===== src/rtl/fwrisc_mem_pkg.sv =====
// Shared constants, region/state/winner types and address decode for the fwrisc memory arbiter.
package fwrisc_mem_pkg;

  localparam logic [31:0] ROM_BASE    = 32'h8000_0000;
  localparam logic [31:0] RAM_BASE    = 32'h8001_0000;
  localparam logic [31:0] UART_BASE   = 32'h8002_0000;
  localparam logic [31:0] REGION_MASK = 32'hFFFF_0000;
  localparam logic [31:0] ERR_DATA    = 32'hDEAD_BEEF;

  typedef enum logic [1:0] {IDLE, MEM, RESP, PERIPH} state_e;
  typedef enum logic [1:0] {W_NONE, W_LD, W_D, W_I} winner_e;
  typedef enum logic [1:0] {R_ROM, R_RAM, R_UART, R_NONE} region_e;

  function automatic region_e decode_region(input logic [31:0] addr);
    logic [31:0] base;
    base = addr & REGION_MASK;
    if (base == ROM_BASE)       return R_ROM;
    else if (base == RAM_BASE)  return R_RAM;
    else if (base == UART_BASE) return R_UART;
    else                        return R_NONE;
  endfunction

endpackage


===== src/rtl/fwrisc_mem_arbiter_if.sv =====
// Bus bundle between the arbiter (slave view) and the core, loader, memory and UART (master view).
interface fwrisc_mem_arbiter_if #(
  parameter int MEM_AW = 13
);
  logic [31:0]       iaddr;
  logic              ivalid;
  logic              iready;
  logic [31:0]       idata;

  logic [31:0]       daddr;
  logic [31:0]       dwdata;
  logic [3:0]        dstrb;
  logic              dwrite;
  logic              dvalid;
  logic              dready;
  logic [31:0]       drdata;

  logic [11:0]       ld_addr;
  logic [31:0]       ld_data;
  logic              ld_valid;
  logic              ld_ready;

  logic              mem_req;
  logic              mem_we;
  logic [MEM_AW-1:0] mem_addr;
  logic [31:0]       mem_wdata;
  logic [3:0]        mem_strb;
  logic [31:0]       mem_rdata;

  logic              p_valid;
  logic [31:0]       p_addr;
  logic [31:0]       p_wdata;
  logic [3:0]        p_strb;
  logic              p_write;
  logic              p_ready;
  logic [31:0]       p_rdata;

  logic              bus_err_o;

  modport slave (
    input  iaddr, ivalid, daddr, dwdata, dstrb, dwrite, dvalid,
           ld_addr, ld_data, ld_valid, mem_rdata, p_ready, p_rdata,
    output iready, idata, dready, drdata, ld_ready,
           mem_req, mem_we, mem_addr, mem_wdata, mem_strb,
           p_valid, p_addr, p_wdata, p_strb, p_write, bus_err_o
  );

  modport master (
    output iaddr, ivalid, daddr, dwdata, dstrb, dwrite, dvalid,
           ld_addr, ld_data, ld_valid, mem_rdata, p_ready, p_rdata,
    input  iready, idata, dready, drdata, ld_ready,
           mem_req, mem_we, mem_addr, mem_wdata, mem_strb,
           p_valid, p_addr, p_wdata, p_strb, p_write, bus_err_o
  );
endinterface


===== src/rtl/fwrisc_mem_arb_prio.sv =====
// Requester priority: loader before boot, then data over instruction with a starvation
// counter that forces one instruction grant after STARVE_MAX back-to-back data grants.
module fwrisc_mem_arb_prio
  import fwrisc_mem_pkg::*;
#(
  parameter int STARVE_MAX = 4
) (
  input  logic    clock,
  input  logic    reset,
  input  logic    grant_en,
  input  logic    boot_done_i,
  input  logic    ld_valid,
  input  logic    dvalid,
  input  logic    ivalid,
  output winner_e winner
);
  logic [3:0] starve_q, starve_d;
  logic       starved;

  assign starved = (starve_q == 4'(STARVE_MAX));

  // NOTE: every combinational output gets a default first so no path leaves it unassigned (no latch).
  always_comb begin
    winner = W_NONE;
    if (!boot_done_i) begin
      if (ld_valid) winner = W_LD;
    end else if (ivalid && (!dvalid || starved)) begin
      winner = W_I;
    end else if (dvalid) begin
      winner = W_D;
    end
  end

  always_comb begin
    starve_d = starve_q;
    if (!ivalid)                          starve_d = '0;
    else if (grant_en && winner == W_I)   starve_d = '0;
    else if (grant_en && winner == W_D)   starve_d = starve_q + 4'd1;
  end

  // NOTE: sequential state uses non-blocking assignments so every flop samples pre-edge values.
  always_ff @(posedge clock) begin
    if (reset) starve_q <= '0;
    else       starve_q <= starve_d;
  end
endmodule


===== src/rtl/fwrisc_mem_arbiter.sv =====
// Shares the ROM/RAM port between UART loader, core data and core fetch; routes UART-region
// data accesses to the peripheral port. `define FWRISC_MEM_ARB_PTIMEOUT_EN adds a peripheral timeout.
module fwrisc_mem_arbiter
  import fwrisc_mem_pkg::*;
#(
  parameter int STARVE_MAX = 4,
  parameter int MEM_AW     = 13,
  parameter int PTIMEOUT   = 255
) (
  input logic                  clock,
  input logic                  reset,
  input logic                  boot_done_i,
  fwrisc_mem_arbiter_if.slave  bus
);
  state_e            state_q, state_d;
  winner_e           winner_q, winner_d, win;
  logic              rd_mem_q, rd_mem_d;
  logic              mem_req_q, mem_req_d, mem_we_q, mem_we_d;
  logic [MEM_AW-1:0] mem_addr_q, mem_addr_d;
  logic [31:0]       mem_wdata_q, mem_wdata_d;
  logic [3:0]        mem_strb_q, mem_strb_d;
  logic              iready_q, iready_d, dready_q, dready_d, ld_ready_q, ld_ready_d;
  logic              bus_err_q, bus_err_d;
  logic              p_valid_q, p_valid_d, p_write_q, p_write_d;
  logic [31:0]       p_addr_q, p_addr_d, p_wdata_q, p_wdata_d;
  logic [3:0]        p_strb_q, p_strb_d;
  logic              p_hit;
  region_e           dreg, ireg;
  logic              unused_iaddr;
`ifdef FWRISC_MEM_ARB_PTIMEOUT_EN
  localparam int PT_W = $clog2(PTIMEOUT + 1);
  logic [PT_W-1:0]   ptime_q, ptime_d;
  logic              dead_q, dead_d;
`endif

  fwrisc_mem_arb_prio #(.STARVE_MAX(STARVE_MAX)) u_prio (
    .clock       (clock),
    .reset       (reset),
    .grant_en    (state_q == IDLE),
    .boot_done_i (boot_done_i),
    .ld_valid    (bus.ld_valid),
    .dvalid      (bus.dvalid),
    .ivalid      (bus.ivalid),
    .winner      (win)
  );

  assign dreg         = decode_region(bus.daddr);
  assign ireg         = decode_region(bus.iaddr);
  assign unused_iaddr = ^{bus.iaddr[15:14], bus.iaddr[1:0]};

  always_comb begin
    state_d     = state_q;
    winner_d    = winner_q;
    rd_mem_d    = rd_mem_q;
    mem_req_d   = 1'b0;
    mem_we_d    = 1'b0;
    mem_addr_d  = '0;
    mem_wdata_d = '0;
    mem_strb_d  = '0;
    iready_d    = 1'b0;
    dready_d    = 1'b0;
    ld_ready_d  = 1'b0;
    bus_err_d   = 1'b0;
    p_valid_d   = p_valid_q;
    p_addr_d    = p_addr_q;
    p_wdata_d   = p_wdata_q;
    p_strb_d    = p_strb_q;
    p_write_d   = p_write_q;
`ifdef FWRISC_MEM_ARB_PTIMEOUT_EN
    ptime_d     = ptime_q;
    dead_d      = 1'b0;
`endif
    unique case (state_q)
      IDLE: begin
        winner_d = win;
        rd_mem_d = 1'b0;
        unique case (win)
          W_LD: begin
            state_d     = MEM;
            mem_req_d   = 1'b1;
            mem_we_d    = 1'b1;
            mem_addr_d  = MEM_AW'(bus.ld_addr);
            mem_wdata_d = bus.ld_data;
            mem_strb_d  = 4'hF;
          end
          W_I: begin
            if (ireg == R_ROM || ireg == R_RAM) begin
              state_d    = MEM;
              mem_req_d  = 1'b1;
              mem_addr_d = {ireg == R_RAM, bus.iaddr[MEM_AW:2]};
              mem_strb_d = 4'hF;
              rd_mem_d   = 1'b1;
            end else begin
              state_d   = RESP;
              iready_d  = 1'b1;
              bus_err_d = 1'b1;
            end
          end
          W_D: begin
            if (dreg == R_UART) begin
              state_d   = PERIPH;
              p_valid_d = 1'b1;
              p_addr_d  = bus.daddr;
              p_wdata_d = bus.dwdata;
              p_strb_d  = bus.dstrb;
              p_write_d = bus.dwrite;
`ifdef FWRISC_MEM_ARB_PTIMEOUT_EN
              ptime_d   = '0;
`endif
            end else if (dreg == R_RAM || (dreg == R_ROM && !bus.dwrite)) begin
              state_d     = MEM;
              mem_req_d   = 1'b1;
              mem_we_d    = bus.dwrite;
              mem_addr_d  = {dreg == R_RAM, bus.daddr[MEM_AW:2]};
              mem_wdata_d = bus.dwdata;
              mem_strb_d  = bus.dstrb;
              rd_mem_d    = !bus.dwrite;
            end else begin
              // ROM writes are dropped and unmapped addresses answered with zero, both flagged.
              state_d   = RESP;
              dready_d  = 1'b1;
              bus_err_d = 1'b1;
            end
          end
          default: ;
        endcase
      end
      MEM: begin
        state_d = RESP;
        unique case (winner_q)
          W_LD:    ld_ready_d = 1'b1;
          W_I:     iready_d   = 1'b1;
          W_D:     dready_d   = 1'b1;
          default: ;
        endcase
      end
      RESP: begin
        state_d  = IDLE;
        winner_d = W_NONE;
        rd_mem_d = 1'b0;
      end
      PERIPH: begin
        if (bus.p_ready) begin
          state_d   = IDLE;
          winner_d  = W_NONE;
          p_valid_d = 1'b0;
          p_addr_d  = '0;
          p_wdata_d = '0;
          p_strb_d  = '0;
          p_write_d = 1'b0;
`ifdef FWRISC_MEM_ARB_PTIMEOUT_EN
        end else if (ptime_q == PT_W'(PTIMEOUT - 1)) begin
          state_d   = RESP;
          dready_d  = 1'b1;
          bus_err_d = 1'b1;
          dead_d    = 1'b1;
          p_valid_d = 1'b0;
          p_addr_d  = '0;
          p_wdata_d = '0;
          p_strb_d  = '0;
          p_write_d = 1'b0;
        end else begin
          ptime_d = ptime_q + PT_W'(1);
`endif
        end
      end
      default: state_d = IDLE;
    endcase
  end

  always_ff @(posedge clock) begin
    if (reset) begin
      state_q     <= IDLE;
      winner_q    <= W_NONE;
      rd_mem_q    <= 1'b0;
      mem_req_q   <= 1'b0;
      mem_we_q    <= 1'b0;
      mem_addr_q  <= '0;
      mem_wdata_q <= '0;
      mem_strb_q  <= '0;
      iready_q    <= 1'b0;
      dready_q    <= 1'b0;
      ld_ready_q  <= 1'b0;
      bus_err_q   <= 1'b0;
      p_valid_q   <= 1'b0;
      p_addr_q    <= '0;
      p_wdata_q   <= '0;
      p_strb_q    <= '0;
      p_write_q   <= 1'b0;
`ifdef FWRISC_MEM_ARB_PTIMEOUT_EN
      ptime_q     <= '0;
      dead_q      <= 1'b0;
`endif
    end else begin
      state_q     <= state_d;
      winner_q    <= winner_d;
      rd_mem_q    <= rd_mem_d;
      mem_req_q   <= mem_req_d;
      mem_we_q    <= mem_we_d;
      mem_addr_q  <= mem_addr_d;
      mem_wdata_q <= mem_wdata_d;
      mem_strb_q  <= mem_strb_d;
      iready_q    <= iready_d;
      dready_q    <= dready_d;
      ld_ready_q  <= ld_ready_d;
      bus_err_q   <= bus_err_d;
      p_valid_q   <= p_valid_d;
      p_addr_q    <= p_addr_d;
      p_wdata_q   <= p_wdata_d;
      p_strb_q    <= p_strb_d;
      p_write_q   <= p_write_d;
`ifdef FWRISC_MEM_ARB_PTIMEOUT_EN
      ptime_q     <= ptime_d;
      dead_q      <= dead_d;
`endif
    end
  end

  // Peripheral responses pass straight through so dready lines up with p_ready.
  assign p_hit = (state_q == PERIPH) && bus.p_ready;

  always_comb begin
    bus.drdata = '0;
    if (dready_q) begin
      if (rd_mem_q) bus.drdata = bus.mem_rdata;
`ifdef FWRISC_MEM_ARB_PTIMEOUT_EN
      else if (dead_q) bus.drdata = ERR_DATA;
`endif
    end else if (p_hit) begin
      bus.drdata = bus.p_rdata;
    end
  end

  assign bus.idata     = (iready_q && rd_mem_q) ? bus.mem_rdata : '0;
  assign bus.iready    = iready_q;
  assign bus.dready    = dready_q | p_hit;
  assign bus.ld_ready  = ld_ready_q;
  assign bus.mem_req   = mem_req_q;
  assign bus.mem_we    = mem_we_q;
  assign bus.mem_addr  = mem_addr_q;
  assign bus.mem_wdata = mem_wdata_q;
  assign bus.mem_strb  = mem_strb_q;
  assign bus.p_valid   = p_valid_q;
  assign bus.p_addr    = p_addr_q;
  assign bus.p_wdata   = p_wdata_q;
  assign bus.p_strb    = p_strb_q;
  assign bus.p_write   = p_write_q;
  assign bus.bus_err_o = bus_err_q;
endmodule

===== src/flat_wrapper.sv =====
// flat-port wrapper written by rule: the top's interface ports become plain ports
module fwrisc_mem_arbiter_flat import fwrisc_mem_pkg::*;
#(
  parameter int STARVE_MAX = 4,
  parameter int MEM_AW     = 13,
  parameter int PTIMEOUT   = 255
)
  (clock, reset, boot_done_i, bus_iaddr, bus_ivalid, bus_daddr, bus_dwdata, bus_dstrb, bus_dwrite, bus_dvalid, bus_ld_addr, bus_ld_data, bus_ld_valid, bus_mem_rdata, bus_p_ready, bus_p_rdata, bus_iready, bus_idata, bus_dready, bus_drdata, bus_ld_ready, bus_mem_req, bus_mem_we, bus_mem_addr, bus_mem_wdata, bus_mem_strb, bus_p_valid, bus_p_addr, bus_p_wdata, bus_p_strb, bus_p_write, bus_bus_err_o);
  fwrisc_mem_arbiter_if #(.MEM_AW(MEM_AW)) bus_i ();
  input logic clock;
  input logic reset;
  input logic boot_done_i;
  input wire logic [$bits(bus_i.iaddr)-1:0] bus_iaddr;
  input wire logic [$bits(bus_i.ivalid)-1:0] bus_ivalid;
  input wire logic [$bits(bus_i.daddr)-1:0] bus_daddr;
  input wire logic [$bits(bus_i.dwdata)-1:0] bus_dwdata;
  input wire logic [$bits(bus_i.dstrb)-1:0] bus_dstrb;
  input wire logic [$bits(bus_i.dwrite)-1:0] bus_dwrite;
  input wire logic [$bits(bus_i.dvalid)-1:0] bus_dvalid;
  input wire logic [$bits(bus_i.ld_addr)-1:0] bus_ld_addr;
  input wire logic [$bits(bus_i.ld_data)-1:0] bus_ld_data;
  input wire logic [$bits(bus_i.ld_valid)-1:0] bus_ld_valid;
  input wire logic [$bits(bus_i.mem_rdata)-1:0] bus_mem_rdata;
  input wire logic [$bits(bus_i.p_ready)-1:0] bus_p_ready;
  input wire logic [$bits(bus_i.p_rdata)-1:0] bus_p_rdata;
  output wire logic [$bits(bus_i.iready)-1:0] bus_iready;
  output wire logic [$bits(bus_i.idata)-1:0] bus_idata;
  output wire logic [$bits(bus_i.dready)-1:0] bus_dready;
  output wire logic [$bits(bus_i.drdata)-1:0] bus_drdata;
  output wire logic [$bits(bus_i.ld_ready)-1:0] bus_ld_ready;
  output wire logic [$bits(bus_i.mem_req)-1:0] bus_mem_req;
  output wire logic [$bits(bus_i.mem_we)-1:0] bus_mem_we;
  output wire logic [$bits(bus_i.mem_addr)-1:0] bus_mem_addr;
  output wire logic [$bits(bus_i.mem_wdata)-1:0] bus_mem_wdata;
  output wire logic [$bits(bus_i.mem_strb)-1:0] bus_mem_strb;
  output wire logic [$bits(bus_i.p_valid)-1:0] bus_p_valid;
  output wire logic [$bits(bus_i.p_addr)-1:0] bus_p_addr;
  output wire logic [$bits(bus_i.p_wdata)-1:0] bus_p_wdata;
  output wire logic [$bits(bus_i.p_strb)-1:0] bus_p_strb;
  output wire logic [$bits(bus_i.p_write)-1:0] bus_p_write;
  output wire logic [$bits(bus_i.bus_err_o)-1:0] bus_bus_err_o;
  assign bus_i.iaddr = bus_iaddr;
  assign bus_i.ivalid = bus_ivalid;
  assign bus_i.daddr = bus_daddr;
  assign bus_i.dwdata = bus_dwdata;
  assign bus_i.dstrb = bus_dstrb;
  assign bus_i.dwrite = bus_dwrite;
  assign bus_i.dvalid = bus_dvalid;
  assign bus_i.ld_addr = bus_ld_addr;
  assign bus_i.ld_data = bus_ld_data;
  assign bus_i.ld_valid = bus_ld_valid;
  assign bus_i.mem_rdata = bus_mem_rdata;
  assign bus_i.p_ready = bus_p_ready;
  assign bus_i.p_rdata = bus_p_rdata;
  assign bus_iready = bus_i.iready;
  assign bus_idata = bus_i.idata;
  assign bus_dready = bus_i.dready;
  assign bus_drdata = bus_i.drdata;
  assign bus_ld_ready = bus_i.ld_ready;
  assign bus_mem_req = bus_i.mem_req;
  assign bus_mem_we = bus_i.mem_we;
  assign bus_mem_addr = bus_i.mem_addr;
  assign bus_mem_wdata = bus_i.mem_wdata;
  assign bus_mem_strb = bus_i.mem_strb;
  assign bus_p_valid = bus_i.p_valid;
  assign bus_p_addr = bus_i.p_addr;
  assign bus_p_wdata = bus_i.p_wdata;
  assign bus_p_strb = bus_i.p_strb;
  assign bus_p_write = bus_i.p_write;
  assign bus_bus_err_o = bus_i.bus_err_o;
  fwrisc_mem_arbiter #(.STARVE_MAX(STARVE_MAX), .MEM_AW(MEM_AW), .PTIMEOUT(PTIMEOUT)) u_core (.clock(clock), .reset(reset), .boot_done_i(boot_done_i), .bus(bus_i));
endmodule

===== config.mk =====
export PLATFORM = sky130hd
export DESIGN_NAME = fwrisc_mem_arbiter_flat
export DESIGN_NICKNAME = d
export VERILOG_FILES = /design/src/rtl/fwrisc_mem_pkg.sv /design/src/rtl/fwrisc_mem_arbiter_if.sv /design/src/rtl/fwrisc_mem_arb_prio.sv /design/src/rtl/fwrisc_mem_arbiter.sv /design/src/flat_wrapper.sv
export SDC_FILE = /design/constraint.sdc
export NUM_CORES = 1
export LEC_CHECK = 0
export CAP_MARGIN = 25
export CORE_AREA = 2 2 157 159
export DETAILED_ROUTE_END_ITERATION = 8
export DIE_AREA = 0 0 159 161
export GPL_TIMING_DRIVEN = 0
export SLEW_MARGIN = 20
export SYNTH_ARGS = -nofsm -noshare
export SYNTH_HDL_FRONTEND = slang
export SYNTH_SLANG_ARGS = --single-unit

===== constraint.sdc =====
create_clock -name clock -period 3.1 [get_ports clock]
set_input_delay 0.62 -clock clock [delete_from_list [all_inputs] [get_ports clock]]
set_output_delay 0.62 -clock clock [all_outputs]
set_load 0.03 [all_outputs]

==> flow_summary.toml, run 1 <==
[setup_path]
path_delay_family = "buffers and inverters"
worstReg2RegStart = "u_core.u_prio.starve_q[0]"
reg2reg_depth = 8
arrival_ns = 2.42
critPathBufInv = 3
critPathMaxFanout = 10
worstSetupPathType = "in -> out"
worstPathRequired_ns = 2.48
cp_cell_sequence = "clkdlybuf4s50_1, nand3_4, nor2_4, buf_2, a22o_1, clkdlybuf4s15_2"
regToRegEndpoint = "u_core.bus.mem_addr[5]"
slowest_stage = "clkdlybuf4s50_1"
critPathCaptureType = "output port"
slowest_delay_ns = 0.58
reg2reg_slack_ns = 0.27
start_kind = "input pin"

[floorplan]
start_util_pct = 24.9
io_pins = 405
die_y_um = 161
die_area_sq_um = 25600
num_rows = 57
core_sq_um = 24000
die_w_um = 159

[final_layout]
synthToLayoutAreaGrowth_pct = 83.4
mostFrequentLayoutCells = "clkdlybuf4s50_1 (366), dfxtp_1 (134), a21oi_1 (72), nand4_1 (70), a22o_1 (64)"
utilization_pct = 45.6
drive_gt1_share_pct = 8.13
mostFrequentLayoutCell = "clkdlybuf4s50_1"
diodes = 0
num-nets-final = 1275
finalInstanceArea_sq_um = 10900

[cts]
hold_buffers = 0
root_buffer = "clkbuf_16"
cts-buffers-inserted = 17
path_clk_slew_ns = 0.07
cts_sinks = 134
insertion_delay_ns = 0.42
htreeDepth = 4
cts_tree = "done"
clock_path_buffers = 2

[synth]
synth-seq-cells = 134
yosys_warnings = 0
synth_area_sq_um = 5960
synth_nets = 855
synth.distinct_cells = 46
synth-main-ff-cell = "dfxtp_1"
syn-instance-count = 637
syn_area_per_cell_sq_um = 9.36
synth_edf_count = 0
ys_seq_area_share_pct = 45.0
synthArstFlopShare_pct = 0

[pwr]
clkPwrFrac_pct = 48.7
switching_share_pct = 25.5
power.share.sequential_pct = 38.9
ir_worst_vdd_v = 0.000298
comb_power_share_pct = 12.4
p_leak_nw = 3.91
intPower_w = 0.00337
power.density_nw_per_um2 = 414
total_power_w = 0.00453
p_sw_w = 0.00116

[global_routing]
grt_pass1_wl_um = 44600
grt_pass1_vias = 7356
antenna_found_initial = 0
gr-usage-all-layers_pct = 22.4
grt_max_degree = 17
grt_overflow = 0

[sta]
finalSetupViolCount = 0
rsz0062_at_grt = "true"
worst_pin_slew_ns = 0.769
final-max-slew-violation-count = 0
period_share_pct = 98.1
relSlewSlack_pct = 48.8
setup_tns_ns = 0
fin_crit_ns = 3.04
finalHoldViolations = 0
fmax_ghz = 0.329
skew_ns = 0.00874

[detailed_routing]
wl_per_cell_um = 21.3
vias = 7098
ant_nets = 0
drc_errors = 0
viasPerCell = 5.09
detail_route.iter0.violations = 467
dr.pass1.iters = 4
routed_wirelength_um = 29700

[placed_design]
hpwlAfterDp_um = 22800
gp_congestion = 0.859
numPortBuffers = 399
placed_area_sq_um = 10400

[hold_path]
hold_depth = 1
hold_end = "u_core.bus.p_addr[23]"
hp-start = "u_core.bus.p_addr[23]"
hold_path.class = "reg -> reg"

[job]
cap_violations = 0

[outcome]
status = "finished, final reports clean"
[flip-flops by register name, indices dropped and copies added, names as in the netlist, 2 cells and up]
register	flops
u_core.state_q	2
u_core.bus.p_strb	4
u_core.bus.mem_addr	13
u_core.bus.mem_strb	4
u_core.bus.p_wdata	32
u_core.bus.mem_wdata	32
u_core.u_prio.starve_q	4
u_core.bus.p_addr	32
u_core.winner_q	2
[per-stage QoR]
step | hold slack [ns] | instances | setup WS (ns)
after floorplan | 0.426 | 637 | 0.583
after global placement | 0.441 | 1360 | -0.979
after detailed placement | 0.444 | 1360 | -0.897
after CTS | 0.465 | 1392 | 0.000749
after global routing | 0.483 | 1394 | -0.0349
final | 0.462 | 1394 | 0.0602
[kinds of logic after synthesis]
group	share of synthesized area (%)
multiplexers	0.168
flip-flops	45.0
buffers and inverters	7.45
XOR/XNOR	0.441
AND/OR/NAND/NOR	19.2
adder cells (fa/ha/maj)	0.420
AO/OA/AOI/OAI	27.3
[layer usage]
metal | track usage [%] | vias up | routed length, um
met3 | 5.73 | 34 | 1850
met2 | 35.2 | 258 | 13600
met1 | 30.5 | 3445 | 13800
met5 | 0 | - | 0
li1 | - | 3361 | -
met4 | 6.65 | 0 | 501
[final cells by class]
class | instances | area [sq um]
clock buffers | 18 | 439
inverters | 6 | 22.5
flip-flops and latches | 134 | 2680
multi-input cells | 414 | 2860
plain buffers | 83 | 430
clock inverters | 14 | 188
repair buffers | 401 | 3910
well taps | 324 | 405
fillers | 2386 | 13000
[worst reg2reg max path, cell delays in order, from the launching register on]
cell and delay, ns:
dfxtp_1 0.40, inv_1 0.06, ha_1 0.21, and4b_1 0.24, nor2_1 0.20, clkbuf_1 0.56, clkbuf_1 0.49, nand4_1 0.38
a21oi_1 0.22
[repair_timing]
item                       CTS  global route
pin swaps                    0             1
setup endpoints to repair   33            39
buffers inserted             0             2
resized for setup           43            50
gates cloned                 0             0
[synthesized netlist by cell type, types with 4 or more instances]
cell | n | area (sq um)
a21oi_1 | 72 | 360
a22o_1 | 64 | 561
a31oi_1 | 6 | 37.5
a32oi_1 | 13 | 114
and2_1 | 16 | 100
and3_1 | 34 | 213
buf_1 | 4 | 15.0
buf_2 | 6 | 30.0
buf_6 | 6 | 67.6
buf_8 | 5 | 75.1
clkbuf_1 | 61 | 229
dfxtp_1 | 134 | 2680
inv_1 | 6 | 22.5
nand2_1 | 11 | 41.3
nand3_1 | 10 | 50.1
nand4_1 | 70 | 438
nor2_1 | 16 | 60.1
nor4_1 | 6 | 37.5
o21ai_0 | 4 | 20.0
o311ai_1 | 50 | 438
[worst max-delay path by stage]
stage	from	end	slack, ns	cells past startpoint
4_1_cts	bus_p_ready	bus_drdata[25]	0.0007	6
6_report	bus_p_ready	bus_drdata[21]	0.06	6
2_1_floorplan	bus_daddr[28]	u_core.bus.p_addr[11]	0.58	7
3_5_place_dp	bus_p_ready	bus_drdata[25]	-0.90	6
3_3_place_gp	bus_p_ready	bus_drdata[25]	-0.98	6
5_1_grt	boot_done_i	u_core.bus.mem_addr[5]	-0.03	7
[power groups by stage]
stage | sequential, W | combinational [W] | clock (W)
after detailed placement | 0.00180 | 0.000559 | 0
after floorplan | 0.00184 | 0.000122 | 0
final | 0.00176 | 0.000563 | 0.00221
after global placement | 0.00180 | 0.000559 | 0
after CTS | 0.00176 | 0.000562 | 0.00225
after global routing | 0.00176 | 0.000596 | 0.00231
(Power assumes the default switching activity.)
==> inputs of run 2 (changes only) <==
--- a/config.mk
+++ b/config.mk
@@ -7,6 +7,7 @@
 export LEC_CHECK = 0
 export CAP_MARGIN = 25
 export CORE_AREA = 2 2 157 159
+export CTS_CLUSTER_DIAMETER = 30
 export DETAILED_ROUTE_END_ITERATION = 8
 export DIE_AREA = 0 0 159 161
 export GPL_TIMING_DRIVEN = 0
==> results of run 2 <==
Final layout, timing and power as in run 1 (identical DEF).
==> inputs of run 3 (changes only) <==
--- a/config.mk
+++ b/config.mk
@@ -11,6 +11,7 @@
 export DETAILED_ROUTE_END_ITERATION = 8
 export DIE_AREA = 0 0 159 161
 export GPL_TIMING_DRIVEN = 0
+export SKIP_CTS_REPAIR_TIMING = 1
 export SLEW_MARGIN = 20
 export SYNTH_ARGS = -nofsm -noshare
 export SYNTH_HDL_FRONTEND = slang
==> flow_summary.toml, run 3 (synthesis results as in run 1) <==
[global_routing]
gr-usage-all-layers_pct = 22.4
grt_overflow = 0
antenna_found_initial = 0
grt_pass1_vias = 7366
grt_max_degree = 17
grt_pass1_wl_um = 44600

[sta]
relSlewSlack_pct = 48.5
final.setup.worst_slack_ns = 0.0709
fmax_ghz = 0.330
skew_ns = 0.00904
finalHoldViolations = 0
worst_pin_slew_ns = 0.772
final-max-slew-violation-count = 0
finalSetupViolCount = 0
setup_tns_ns = 0
fin_hold_ws_ns = 0.462
period_share_pct = 97.7
fin_crit_ns = 3.03

[detailed_routing]
vias = 7115
dr.pass1.iters = 5
viasPerCell = 5.10
routed_wirelength_um = 29800
met1_length_um = 13700
dr_wl_met3_um = 1960
wl_per_cell_um = 21.4
drc_errors = 0
detail_route.iter0.violations = 413
ant_nets = 0
dr_wl_met2_um = 13600
top_layer_used = "met4"

[job]
cap_violations = 0

[setup_path]
worstPathRequired_ns = 2.48
worstSetupPathType = "in -> out"
critPathMaxFanout = 10
arrival_ns = 2.41
start_kind = "input pin"
critPathCaptureType = "output port"

[pwr]
p_sw_w = 0.00116
ir_worst_vdd_v = 0.000298
power.density_nw_per_um2 = 412
total_power_w = 0.00453
power.share.sequential_pct = 38.8
p_leak_nw = 4.19
comb_power_share_pct = 12.4
switching_share_pct = 25.5
intPower_w = 0.00337
clkPwrFrac_pct = 48.7

[final_layout]
mostFrequentLayoutCell = "clkdlybuf4s50_1"
num-nets-final = 1275
drive_gt1_share_pct = 7.66
mostFrequentLayoutCells = "clkdlybuf4s50_1 (366), dfxtp_1 (134), a21oi_1 (72), nand4_1 (70), a22o_1 (64)"
diodes = 0
n_fill_cell = 2379
final_cells = 1394
synthToLayoutAreaGrowth_pct = 84.4

[cts]
root_buffer = "clkbuf_16"
insertion_delay_ns = 0.42
path_clk_slew_ns = 0.07
cts-buffers-inserted = 17
htreeDepth = 4
cts_sinks = 134
cts_tree = "done"
clock_path_buffers = 2

[placed_design]
numPortBuffers = 399
preCtsSetupSlack_ns = -0.897
gp_congestion = 0.859
hpwlAfterDp_um = 22800
dp_cells = 1360

[hold_path]
hold_path.class = "reg -> reg"

[outcome]
status = "finished, final reports clean"

[floorplan]
die_y_um = 161
die_area_sq_um = 25600
die_w_um = 159
num_rows = 57
io_pins = 405
start_util_pct = 24.9
core_sq_um = 24000
==> run 3: changes by cell type in the layout (fill, tap and decap cells not counted) <==
cell	previous run	this run
dlymetal6s2s_1	0	18
dlygate4sd2_1	8	0
clkdlybuf4s15_1	6	0
clkbuf_2	25	21
clkbuf_1	54	55
clkdlybuf4s15_2	1	0
nand3_2	0	1
nand3_4	1	0
==> run 3: worst max-delay path, cell delays in order <==
cell and delay, ns:
clkdlybuf4s50_1 0.54, nand3_2 0.25, nor2_4 0.24, buf_2 0.26, a22o_1 0.18, dlymetal6s2s_1 0.30
==> run 3: metal layers <==
metal  vias up  track usage [%]
met5         -                0
met4         0             6.65
met3        36             5.91
met2       282             35.2
met1      3428             30.4
li1       3369                -
==> run 3: metrics by stage <==
| stage | utilization, % | instance area, sq um |
|---|---|---|
| 6_report | 45.9 | 11000 |
| 4_1_cts | 45.9 | 11000 |
| 3_3_place_gp | 43.2 | 10400 |
| 2_1_floorplan | - | 5960 |
| 5_1_grt | 45.9 | 11000 |
| 3_5_place_dp | 43.2 | 10400 |
==> run 3: power by group through the flow <==
stage	clock, W	combinational [W]	sequential [W]
after floorplan	0	0.000122	0.00184
after global placement	0	0.000559	0.00180
after detailed placement	0	0.000559	0.00180
after CTS	0.00225	0.000563	0.00176
after global routing	0.00231	0.000597	0.00176
final	0.00221	0.000563	0.00176
==> run 3: area by class of cell <==
class	instances	area, sq um	area share, %
Buffer	83	429	3.90
Clock buffer	18	439	4.00
Clock inverter	14	188	1.71
Inverter	6	22.5	0.205
Multi-Input combinational cell	414	2850	25.9
Sequential cell	134	2680	24.4
Tap cell	324	405	3.69
Timing Repair Buffer	401	3980	36.2
==> run 3: path summary, 6_finish.rpt <==
check	startpoint	endpoint	slack [ns]	depth (start not counted)
worst max-delay path	bus_p_ready	bus_drdata[26]	0.07	6
worst min register to register	u_core.bus.p_addr[23]	u_core.bus.p_addr[23]	0.46	1
worst min-delay path	u_core.bus.p_addr[23]	u_core.bus.p_addr[23]	0.46	1
worst max register to register	u_core.u_prio.starve_q[0]	u_core.bus.mem_addr[5]	0.52	8
